`src/rtl/switch_pkg.sv`:
```
// rtl/switch_pkg.sv - shared constants and types for the switch conditioning front end
//
// Purpose : default sizing, board switch index map, settle FSM state type and a
//           counter-width helper used by switch_debounce and switch_debounce_bit.
// Ports   : none (package).
package switch_pkg;

    localparam int NUM_SW_DEFAULT          = 11;
    localparam int DEBOUNCE_CYCLES_DEFAULT = 50000;
    localparam int PRESCALE_DEFAULT        = 50;

    // Board switch map as seen by the user control block.
    localparam int SW_EXT_CLK   = 10;
    localparam int SW_DISP_SEL  = 9;
    localparam int SW_CLK_SEL   = 8;
    localparam int SW_VALUE_MSB = 5;
    localparam int SW_VALUE_LSB = 0;

    typedef enum logic {
        SETTLE = 1'b0,
        RUN    = 1'b1
    } settle_state_e;

    // Bits needed to hold the value max_val (never less than one bit).
    function automatic int cnt_width(input int max_val);
        return (max_val < 2) ? 1 : $clog2(max_val + 1);
    endfunction

endpackage

```
`src/rtl/switch_debounce_bit.sv`:
```
// rtl/switch_debounce_bit.sv - two-flop synchroniser plus stability counter for one switch
//
// Purpose : brings one raw switch level into the clock domain and only accepts a
//           new level after it has differed from the current output for
//           DEBOUNCE_CYCLES consecutive count-enable cycles.
// Ports   : clk, rst_n   - clock, asynchronous active-low reset
//           sw_in        - raw asynchronous switch level
//           count_en     - counter advance qualifier (every clock or prescaler tick)
//           chg_en       - allows the change pulse (low while the block settles)
//           sw_out       - debounced level
//           changed      - one-cycle pulse when sw_out toggles (if chg_en)
module switch_debounce_bit
    import switch_pkg::*;
#(
    parameter int   DEBOUNCE_CYCLES = DEBOUNCE_CYCLES_DEFAULT,
    parameter logic RESET_BIT       = 1'b0
) (
    input  logic clk,
    input  logic rst_n,
    input  logic sw_in,
    input  logic count_en,
    input  logic chg_en,
    output logic sw_out,
    output logic changed
);

    localparam int            CW       = cnt_width(DEBOUNCE_CYCLES);
    localparam logic [CW-1:0] CNT_LAST = CW'(DEBOUNCE_CYCLES - 1);

    logic          sync1_q, sync1_d;
    logic          sync2_q, sync2_d;
    logic          out_q, out_d;
    logic          changed_q, changed_d;
    logic [CW-1:0] cnt_q, cnt_d;

    always_comb begin
        sync1_d   = sw_in;
        sync2_d   = sync1_q;
        out_d     = out_q;
        cnt_d     = cnt_q;
        changed_d = 1'b0;
        // A matching sample wipes any progress immediately, even between
        // prescaler ticks, so a glitch never earns partial credit.
        if (sync2_q == out_q) begin
            cnt_d = '0;
        end else if (count_en) begin
            if (cnt_q >= CNT_LAST) begin
                out_d     = sync2_q;
                cnt_d     = '0;
                changed_d = chg_en;
            end else begin
                cnt_d = cnt_q + CW'(1);
            end
        end
    end

    always_ff @(posedge clk or negedge rst_n) begin
        if (!rst_n) begin
            sync1_q   <= RESET_BIT;
            sync2_q   <= RESET_BIT;
            out_q     <= RESET_BIT;
            cnt_q     <= '0;
            changed_q <= 1'b0;
        end else begin
            sync1_q   <= sync1_d;
            sync2_q   <= sync2_d;
            out_q     <= out_d;
            cnt_q     <= cnt_d;
            changed_q <= changed_d;
        end
    end

    assign sw_out  = out_q;
    assign changed = changed_q;

endmodule

```
`src/rtl/switch_debounce.sv`:
```
// rtl/switch_debounce.sv - debounced switch vector with settle-valid flag and change pulses
//
// Purpose : NUM_SW independent synchronise-and-debounce channels, a settle FSM
//           that raises sw_valid after DEBOUNCE_CYCLES+2 count-enable cycles, and
//           (optionally) a count-enable prescaler.
// Ports   : clk, rst_n   - clock, asynchronous active-low reset
//           sw_in        - raw switch levels [NUM_SW]
//           sw_out       - debounced levels [NUM_SW]
//           sw_changed   - one-cycle toggle pulses [NUM_SW], zero until sw_valid
//           sw_valid     - high once the post-reset settle window has elapsed
// Macro   : SWITCH_DEBOUNCE_PRESCALE_EN - counters advance only every PRESCALE
//           clocks; when undefined every clock counts and no prescaler exists.
module switch_debounce
    import switch_pkg::*;
#(
    parameter int                NUM_SW          = NUM_SW_DEFAULT,
    parameter int                DEBOUNCE_CYCLES = DEBOUNCE_CYCLES_DEFAULT,
    parameter logic [NUM_SW-1:0] RESET_VAL       = '0,
    parameter int                PRESCALE        = PRESCALE_DEFAULT
) (
    input  logic              clk,
    input  logic              rst_n,
    input  logic [NUM_SW-1:0] sw_in,
    output logic [NUM_SW-1:0] sw_out,
    output logic [NUM_SW-1:0] sw_changed,
    output logic              sw_valid
);

    if (DEBOUNCE_CYCLES < 1 || PRESCALE < 1) begin : g_bad_param
        $error("switch_debounce: DEBOUNCE_CYCLES and PRESCALE must be >= 1");
    end

    logic count_en;

`ifdef SWITCH_DEBOUNCE_PRESCALE_EN
    localparam int            PW       = cnt_width(PRESCALE);
    localparam logic [PW-1:0] PRE_LAST = PW'(PRESCALE - 1);

    logic [PW-1:0] pre_q, pre_d;

    // Free-running divider; the tick is the last count of each period.
    always_comb begin
        count_en = (pre_q == PRE_LAST);
        pre_d    = count_en ? '0 : pre_q + PW'(1);
    end

    always_ff @(posedge clk or negedge rst_n) begin
        if (!rst_n) begin
            pre_q <= '0;
        end else begin
            pre_q <= pre_d;
        end
    end
`else
    assign count_en = 1'b1;
`endif

    // Settle window: long enough for a level present at reset release to pass
    // through the synchroniser and fully qualify before outputs are trusted.
    localparam int            SW_W        = cnt_width(DEBOUNCE_CYCLES + 1);
    localparam logic [SW_W-1:0] SETTLE_LAST = SW_W'(DEBOUNCE_CYCLES + 1);

    settle_state_e   state_q, state_d;
    logic [SW_W-1:0] settle_q, settle_d;
    logic            valid_q, valid_d;

    always_comb begin
        state_d  = state_q;
        settle_d = settle_q;
        valid_d  = valid_q;
        case (state_q)
            SETTLE: begin
                if (count_en) begin
                    if (settle_q == SETTLE_LAST) begin
                        state_d = RUN;
                        valid_d = 1'b1;
                    end else begin
                        settle_d = settle_q + SW_W'(1);
                    end
                end
            end
            RUN: begin
                valid_d = 1'b1;
            end
            default: begin
                state_d = SETTLE;
                valid_d = 1'b0;
            end
        endcase
    end

    always_ff @(posedge clk or negedge rst_n) begin
        if (!rst_n) begin
            state_q  <= SETTLE;
            settle_q <= '0;
            valid_q  <= 1'b0;
        end else begin
            state_q  <= state_d;
            settle_q <= settle_d;
            valid_q  <= valid_d;
        end
    end

    assign sw_valid = valid_q;

    for (genvar i = 0; i < NUM_SW; i++) begin : g_bit
        switch_debounce_bit #(
            .DEBOUNCE_CYCLES(DEBOUNCE_CYCLES),
            .RESET_BIT      (RESET_VAL[i])
        ) u_bit (
            .clk     (clk),
            .rst_n   (rst_n),
            .sw_in   (sw_in[i]),
            .count_en(count_en),
            .chg_en  (valid_q),
            .sw_out  (sw_out[i]),
            .changed (sw_changed[i])
        );
    end

endmodule
```
`config.mk`:
```
export PLATFORM = sky130hd
export DESIGN_NAME = switch_debounce
export DESIGN_NICKNAME = d
export VERILOG_FILES = /design/src/rtl/switch_pkg.sv /design/src/rtl/switch_debounce_bit.sv /design/src/rtl/switch_debounce.sv
export SDC_FILE = /design/constraint.sdc
export NUM_CORES = 1
export LEC_CHECK = 0
export CAP_MARGIN = 20
export CELL_PAD_IN_SITES_DETAIL_PLACEMENT = 1
export CELL_PAD_IN_SITES_GLOBAL_PLACEMENT = 1
export CORE_ASPECT_RATIO = 0.75
export CORE_MARGIN = 5
export CORE_UTILIZATION = 53
export DETAILED_ROUTE_END_ITERATION = 10
export PLACE_DENSITY = 0.93
export SKIP_LAST_GASP = 1
export SLEW_MARGIN = 20
export SYNTH_ARGS = -nofsm -noshare
export SYNTH_HDL_FRONTEND = slang
export SYNTH_SLANG_ARGS = --single-unit
```
`constraint.sdc`:
```
create_clock -name clk -period 4.2 [get_ports clk]
set_input_delay 0.84 -clock clk [delete_from_list [all_inputs] [get_ports clk]]
set_output_delay 0.84 -clock clk [all_outputs]
set_load 0.1 [all_outputs]
```
==> impl_metrics.ini, run 1 <==
[clock_tree]
worst_setup_hold_path_clk_slew_ps = 60
root_buffer = clkbuf_16
cts.htree.levels = 1
cts_tree = built
cts_hold_repair.buffers = 0
cts_max_path_buffers = 3
post_cts.resized_instances = 0
tritoncts.num_buffers = 24
clock_sink_count = 238
number_of_setup_buffers_added_after_cts = 0
clkLatencyLatePin_ps = 520

[routing]
detail_route.wl_per_cell_microns = 20.2
detailedRoute.firstPassIterationCount = 5
drc_marker_count_from_the_first_detailed_route_iteration = 696
routed_wirelength_microns = 28100
average_via_count_per_standard_cell = 5.87
via_count = 8147
drt.antenna.violating_nets = 0
detail_route.drc_violations = 0

[final_layout]
antenna_cells = 0
regArea_sq_um = 5960
fin_area_sq_um = 12300
most-common-layout-cells = dfrtp_1 (238), nor2_1 (210), xnor2_1 (140)
multi_input_gate_area_sq_um = 4660
area_delta_synth_final_pct = 11.2
layout-drive-gt1-share = 0.0678
layout_commonest_cell = dfrtp_1
finish.net_count = 1116
final.fill_count = 2203

[pwr]
vdd.ir_drop.worst_mv = 0.234
static-leakage-power_nw = 4.95
p_per_area_nw_per_um2 = 384

[hold_path]
whs_endpoint = g_bit[1].u_bit.sync2_q
worstHoldPathType = register to register
hold_path_depth = 0
min_from = g_bit[1].u_bit.sync1_q

[critical_path]
cp-end-kind = primary output
crit_buf_inv = 1
rr_endpoint = g_bit[5].u_bit.cnt_q[13]
startpoint_type = register
crit_start = g_bit[7].u_bit.sw_out
critical_path_s_largest_stage_delay_ps = 1180
worst-endpoint-arrival_ps = 2140
path_cells = clkdlybuf4s50_1
crit_fanout = 4
timing.critical_path.slowest_stage_cell = clkdlybuf4s50_1
timing_worst_setup_path_type = register to primary output
startpoint_of_the_worst_register_to_register_path = g_bit[5].u_bit.cnt_q[0]
wp_data_required_ps = 3360
rrSetupSlack_ps = 1890
critical_path_s_top_delay_family = buffers and inverters
worst-r2r-cell-count = 5

[global_routing]
grt_pass1_vias = 9009
largest_net_degree_at_the_start_of_global_routing = 101
grt_antenna_before_repair = 0
grt.overflow.total = 0
groute.usage.overall = 0.242
grt_first_pass_wirelength_microns = 47500

[floorplanning]
die_h_microns = 135
die-area_sq_um = 23800
design.core.area_sq_um = 20400
initial_utilization = 0.542
rows = 45
ioPinCount = 36
dieWidth_microns = 177

[yosys]
yosys_most_used_dff = dfrtp_1
yosys_register_bits = 238
postSynthAreaPerCell_sq_um = 10.3
number_of_flops_mapped_to_enable_cells_by_yosys = 0
mappedNetlistArea_sq_um = 11000
count_of_different_cell_masters_after_synthesis = 42
synth-warning-count = 0
synth_sequential_area_ratio = 0.539
synth_async_sr_flop_share = 1.00
syn_inst = 1068
mappedNetlistNets = 1094

[sta]
pins_over_their_slew_limit = 0
maxSlewHeadroom = 0.340
fin_crit_sh = 0.708
total_neg_setup_slack_ps = 0
final-hold-violation-count = 0
post-route-min-period_ps = 2980
endpoints_failing_setup = 0
unrepaired_setup_endpoints_after_global_routing = false
timing.fmax_ghz = 0.336
timing_worst_slew_pin_value_ps = 987
finClkSkew_ps = 13.5

[outcome]
outcome = finished, final reports clean

[placed_design]
placement.io_buffers = 35
placement.cell_area_sq_um = 11500
place_hpwl_microns = 17200
gpl.final_weighted_congestion = 0.824

[job]
cap_viol_max_count = 0
## layer usage
layer / wire (microns) / vias up / track usage / part of all wire
met1: 12100 / 4150 / 0.315 / 0.43
li1: - / 3684 / - / -
met5: 0 / - / 0 / 0
met4: 997 / 0 / 0.0868 / 0.035
met2: 13900 / 224 / 0.413 / 0.49
met3: 1110 / 89 / 0.0364 / 0.039
## synth_stat cells (all sizes together) (2+ instances only)
library cell / count / area, sq um
dfrtp: 238 / 5960
or4bb: 2 / 22.5
or2: 2 / 12.5
nand2: 63 / 236
and4: 5 / 43.8
inv: 29 / 109
or3: 3 / 18.8
nand3: 53 / 265
nand4b: 2 / 17.5
a21oi: 3 / 15.0
a31oi: 19 / 119
o21ai: 2 / 10.0
nor2: 220 / 856
nand4: 34 / 213
or4: 13 / 120
and3: 16 / 100
xnor2: 140 / 1230
ha: 13 / 163
a41oi: 2 / 17.5
xor2: 35 / 307
mux2: 11 / 124
a211oi: 10 / 75.1
a311o: 10 / 101
o211ai: 8 / 60.1
nor4: 37 / 238
buf: 33 / 283
nor3: 49 / 245
clkbuf: 9 / 33.8
## stage by stage
step / utilization / setup slack, ps / cells / hold WS (ps) / total power, mW
2_1_floorplan: - / 2440 / 1068 / 331 / 2.47
3_3_place_gp: 0.563 / 1810 / 1346 / 331 / 2.55
3_5_place_dp: 0.563 / 1790 / 1346 / 336 / 2.56
4_1_cts: 0.602 / 1210 / 1389 / 354 / 4.75
5_1_grt: 0.602 / 1190 / 1389 / 369 / 4.89
6_report: 0.602 / 1220 / 1389 / 354 / 4.71
## state kept, by name (all words and copies together), names as in the netlist
name,count
g_bit.u_bit.changed,11
sw_valid,1
g_bit.u_bit.cnt_q,176
g_bit.u_bit.sw_out,11
state_q,1
g_bit.u_bit.sync2_q,11
settle_q,16
g_bit.u_bit.sync1_q,11
## power breakdown
part           internal (mW)  switching (mW)
clock network           1.28           0.915
registers               2.33          0.0402
logic                 0.0486           0.103
## cell families (layout without fill, tap and decap cells)
family,count (synthesis),after routing,synth area share
mux,12,12,0.0121
buf+inv,71,110,0.0385
compound gates,57,57,0.0382
xor+xnor,175,175,0.139
fa+ha+maj,13,13,0.0147
simple gates,502,502,0.218
flops,238,238,0.539
## worst register-to-register path: stages (launching register included)
cell and delay (ps):
dfrtp_1 400, ha_1 210, nand3_1 290, a211oi_1 490
a311o_1 610, nor2_1 160
## worst max-delay path by stage
| stage | slack (ps) | cells after the start | to |
|---|---|---|---|
| floorplan | 2440 | 0 | sw_valid |
| global placement | 1810 | 1 | sw_out[5] |
| detailed placement | 1790 | 1 | sw_out[4] |
| CTS | 1210 | 1 | sw_out[7] |
| global route | 1190 | 1 | sw_out[5] |
| finish | 1220 | 1 | sw_out[7] |
## cell type report
cell class                 instances  share of cell area
timing repair buffer              38              0.0328
multi-input combinational        759               0.380
inverter                          29             0.00887
clock buffer                      32              0.0564
sequential                       238               0.485
clock inverter                    11             0.00856
tap                              282              0.0287
Note: power is estimated with default switching activity, not from simulation.
==> run 2, diff against run 1 <==
--- a/config.mk
+++ b/config.mk
@@ -10,9 +10,9 @@
 export CELL_PAD_IN_SITES_GLOBAL_PLACEMENT = 1
 export CORE_ASPECT_RATIO = 0.75
 export CORE_MARGIN = 5
-export CORE_UTILIZATION = 53
+export CORE_UTILIZATION = 49
 export DETAILED_ROUTE_END_ITERATION = 10
-export PLACE_DENSITY = 0.93
+export PLACE_DENSITY = 0.88
 export SKIP_LAST_GASP = 1
 export SLEW_MARGIN = 20
 export SYNTH_ARGS = -nofsm -noshare
==> constraint.sdc (replaced) <==
create_clock -name clk -period 3 [get_ports clk]
set_input_delay 0.6 -clock clk [delete_from_list [all_inputs] [get_ports clk]]
set_output_delay 0.6 -clock clk [all_outputs]
set_load 0.1 [all_outputs]
==> run 2 against run 1 <==
Effect of this change:
- routed wire length decreased by 12%
- clock-buffer cell count increased by 2
- setup slack got worse by 500 ps
- sequential power increased by 40%
- global-route usage decreased by 4.4 points
- clock skew increased by 1.8 ps
- hold slack got worse by 290 ps
- clock power increased by 39%
- first-iteration DRC count decreased by 37%
- register-to-register slack got worse by 1200 ps
- sequential cell count unchanged
- non-clock buffer count increased by 3
==> impl_metrics.ini, run 2 (same netlist as run 1, synthesis figures left out) <==
[outcome]
outcome = finished, final reports clean

[floorplanning]
ioPinCount = 36
initial_utilization = 0.499
dieWidth_microns = 183
rows = 47
die_h_microns = 140
design.core.area_sq_um = 22100
die-area_sq_um = 25700

[placed_design]
gpl.final_weighted_congestion = 0.823
place_hpwl_microns = 16000
placement.io_buffers = 35

[clock_tree]
cts.htree.levels = 1
number_of_setup_buffers_added_after_cts = 0
clkLatencyLatePin_ps = 530
cts_hold_repair.buffers = 0
post_cts.resized_instances = 0
root_buffer = clkbuf_16
tritoncts.num_buffers = 25
clock_sink_count = 238
worst_setup_hold_path_clk_slew_ps = 60
cts_tree = built
cts_max_path_buffers = 3

[final_layout]
layout_commonest_cell = dfrtp_1
most-common-layout-cells = dfrtp_1 (238), nor2_1 (210), xnor2_1 (140)
top_register = g_bit.u_bit.cnt_q
largest_register_ff_count = 176
layout-drive-gt1-share = 0.0902
area_delta_synth_final_pct = 11.1
top_registers = g_bit.u_bit.cnt_q: 176 flops, settle_q: 16 flops
antenna_cells = 0
finish.net_count = 1120

[global_routing]
groute.usage.overall = 0.198
largest_net_degree_at_the_start_of_global_routing = 78
grt_peak_use_layer = met2
grt.met2_usage = 0.328
grt.overflow.total = 0
globalRouteMet3Util = 0.0308
grt_pass1_vias = 8582
grt_first_pass_wirelength_microns = 43000
grt_antenna_before_repair = 0
grt_use_met1 = 0.275

[sta]
fin_crit_sh = 0.759
hold_slack_ps = 69.1
timing_worst_slew_pin_value_ps = 723
pins_over_their_slew_limit = 0
unrepaired_setup_endpoints_after_global_routing = false
final-hold-violation-count = 0
timing.fmax_ghz = 0.439
total_neg_setup_slack_ps = 0
maxSlewHeadroom = 0.514
endpoints_failing_setup = 0
post-route-min-period_ps = 2280
finClkSkew_ps = 15.3

[routing]
via_count = 7809
routed_wirelength_microns = 24800
detail_route.wl_per_cell_microns = 17.7
drc_marker_count_from_the_first_detailed_route_iteration = 437
detail_route.drc_violations = 0
detailedRoute.firstPassIterationCount = 4
average_via_count_per_standard_cell = 5.57
drt.antenna.violating_nets = 0

[pwr]
static-leakage-power_nw = 5.00
p_per_area_nw_per_um2 = 535
vdd.ir_drop.worst_mv = 0.457

[critical_path]
timing.critical_path.slowest_stage_cell = a311o_1
crit_fanout = 15
startpoint_type = register
critical_path_s_top_delay_family = compound AO/OA/AOI/OAI gates
path_cells = ha_1 > nand3_1 > a211oi_1 > a311o_1 > nor2_1
timing_worst_setup_path_type = register to register
wp_data_required_ps = 3370
cp-end-kind = register
critical_path_s_largest_stage_delay_ps = 610
crit_buf_inv = 0
worst-endpoint-arrival_ps = 2650

[hold_path]
worstHoldPathType = primary input to async pin

[job]
cap_viol_max_count = 0
run 2: area by class of cell:
| cell class | instances | area, sq um |
|---|---|---|
| fill | 2434 | 9850 |
| sequential | 238 | 5960 |
| multi-input combinational | 759 | 4660 |
| clock buffer | 34 | 719 |
| timing repair buffer | 41 | 368 |
| tap | 294 | 368 |
| inverter | 29 | 109 |
| clock inverter | 8 | 86.3 |
run 2: worst paths after layout:
kind / start / endpoint / slack, ps / depth (start not counted)
min in group clk: g_bit[3].u_bit.sync1_q / g_bit[3].u_bit.sync2_q / 350 / 0
max: g_bit[5].u_bit.cnt_q[0] / g_bit[5].u_bit.cnt_q[3] / 720 / 5
max in group asynchronous: rst_n / g_bit[0].u_bit.cnt_q[13] / 2120 / 2
max reg2reg: g_bit[5].u_bit.cnt_q[0] / g_bit[5].u_bit.cnt_q[3] / 720 / 5
min: rst_n / g_bit[1].u_bit.sync1_q / 70 / 1
min reg2reg: g_bit[3].u_bit.sync1_q / g_bit[3].u_bit.sync2_q / 350 / 0
run 2: where the power goes:
part | total, mW | internal, mW | switching, mW
clock network | 3.04 | 1.76 | 1.28
logic | 0.207 | 0.0685 | 0.138
registers | 3.31 | 3.26 | 0.0530
total | 6.56 | 5.09 | 1.47
run 2: through the flow:
stage / setup WS (ps) / utilization / power [mW] / area (sq um) / std cells
2_1_floorplan: 1320 / - / 3.46 / 11000 / 1068
3_3_place_gp: 1010 / 0.518 / 3.57 / 11500 / 1361
3_5_place_dp: 814 / 0.518 / 3.58 / 11500 / 1361
4_1_cts: 733 / 0.555 / 6.66 / 12300 / 1403
5_1_grt: 549 / 0.555 / 6.83 / 12300 / 1403
6_report: 722 / 0.555 / 6.56 / 12300 / 1403
run 2: per-layer routing:
layer / up-vias / part of all wire
met5: - / 0
met3: 48 / 0.033
li1: 3685 / -
met1: 3957 / 0.46
met2: 119 / 0.48
met4: 0 / 0.022
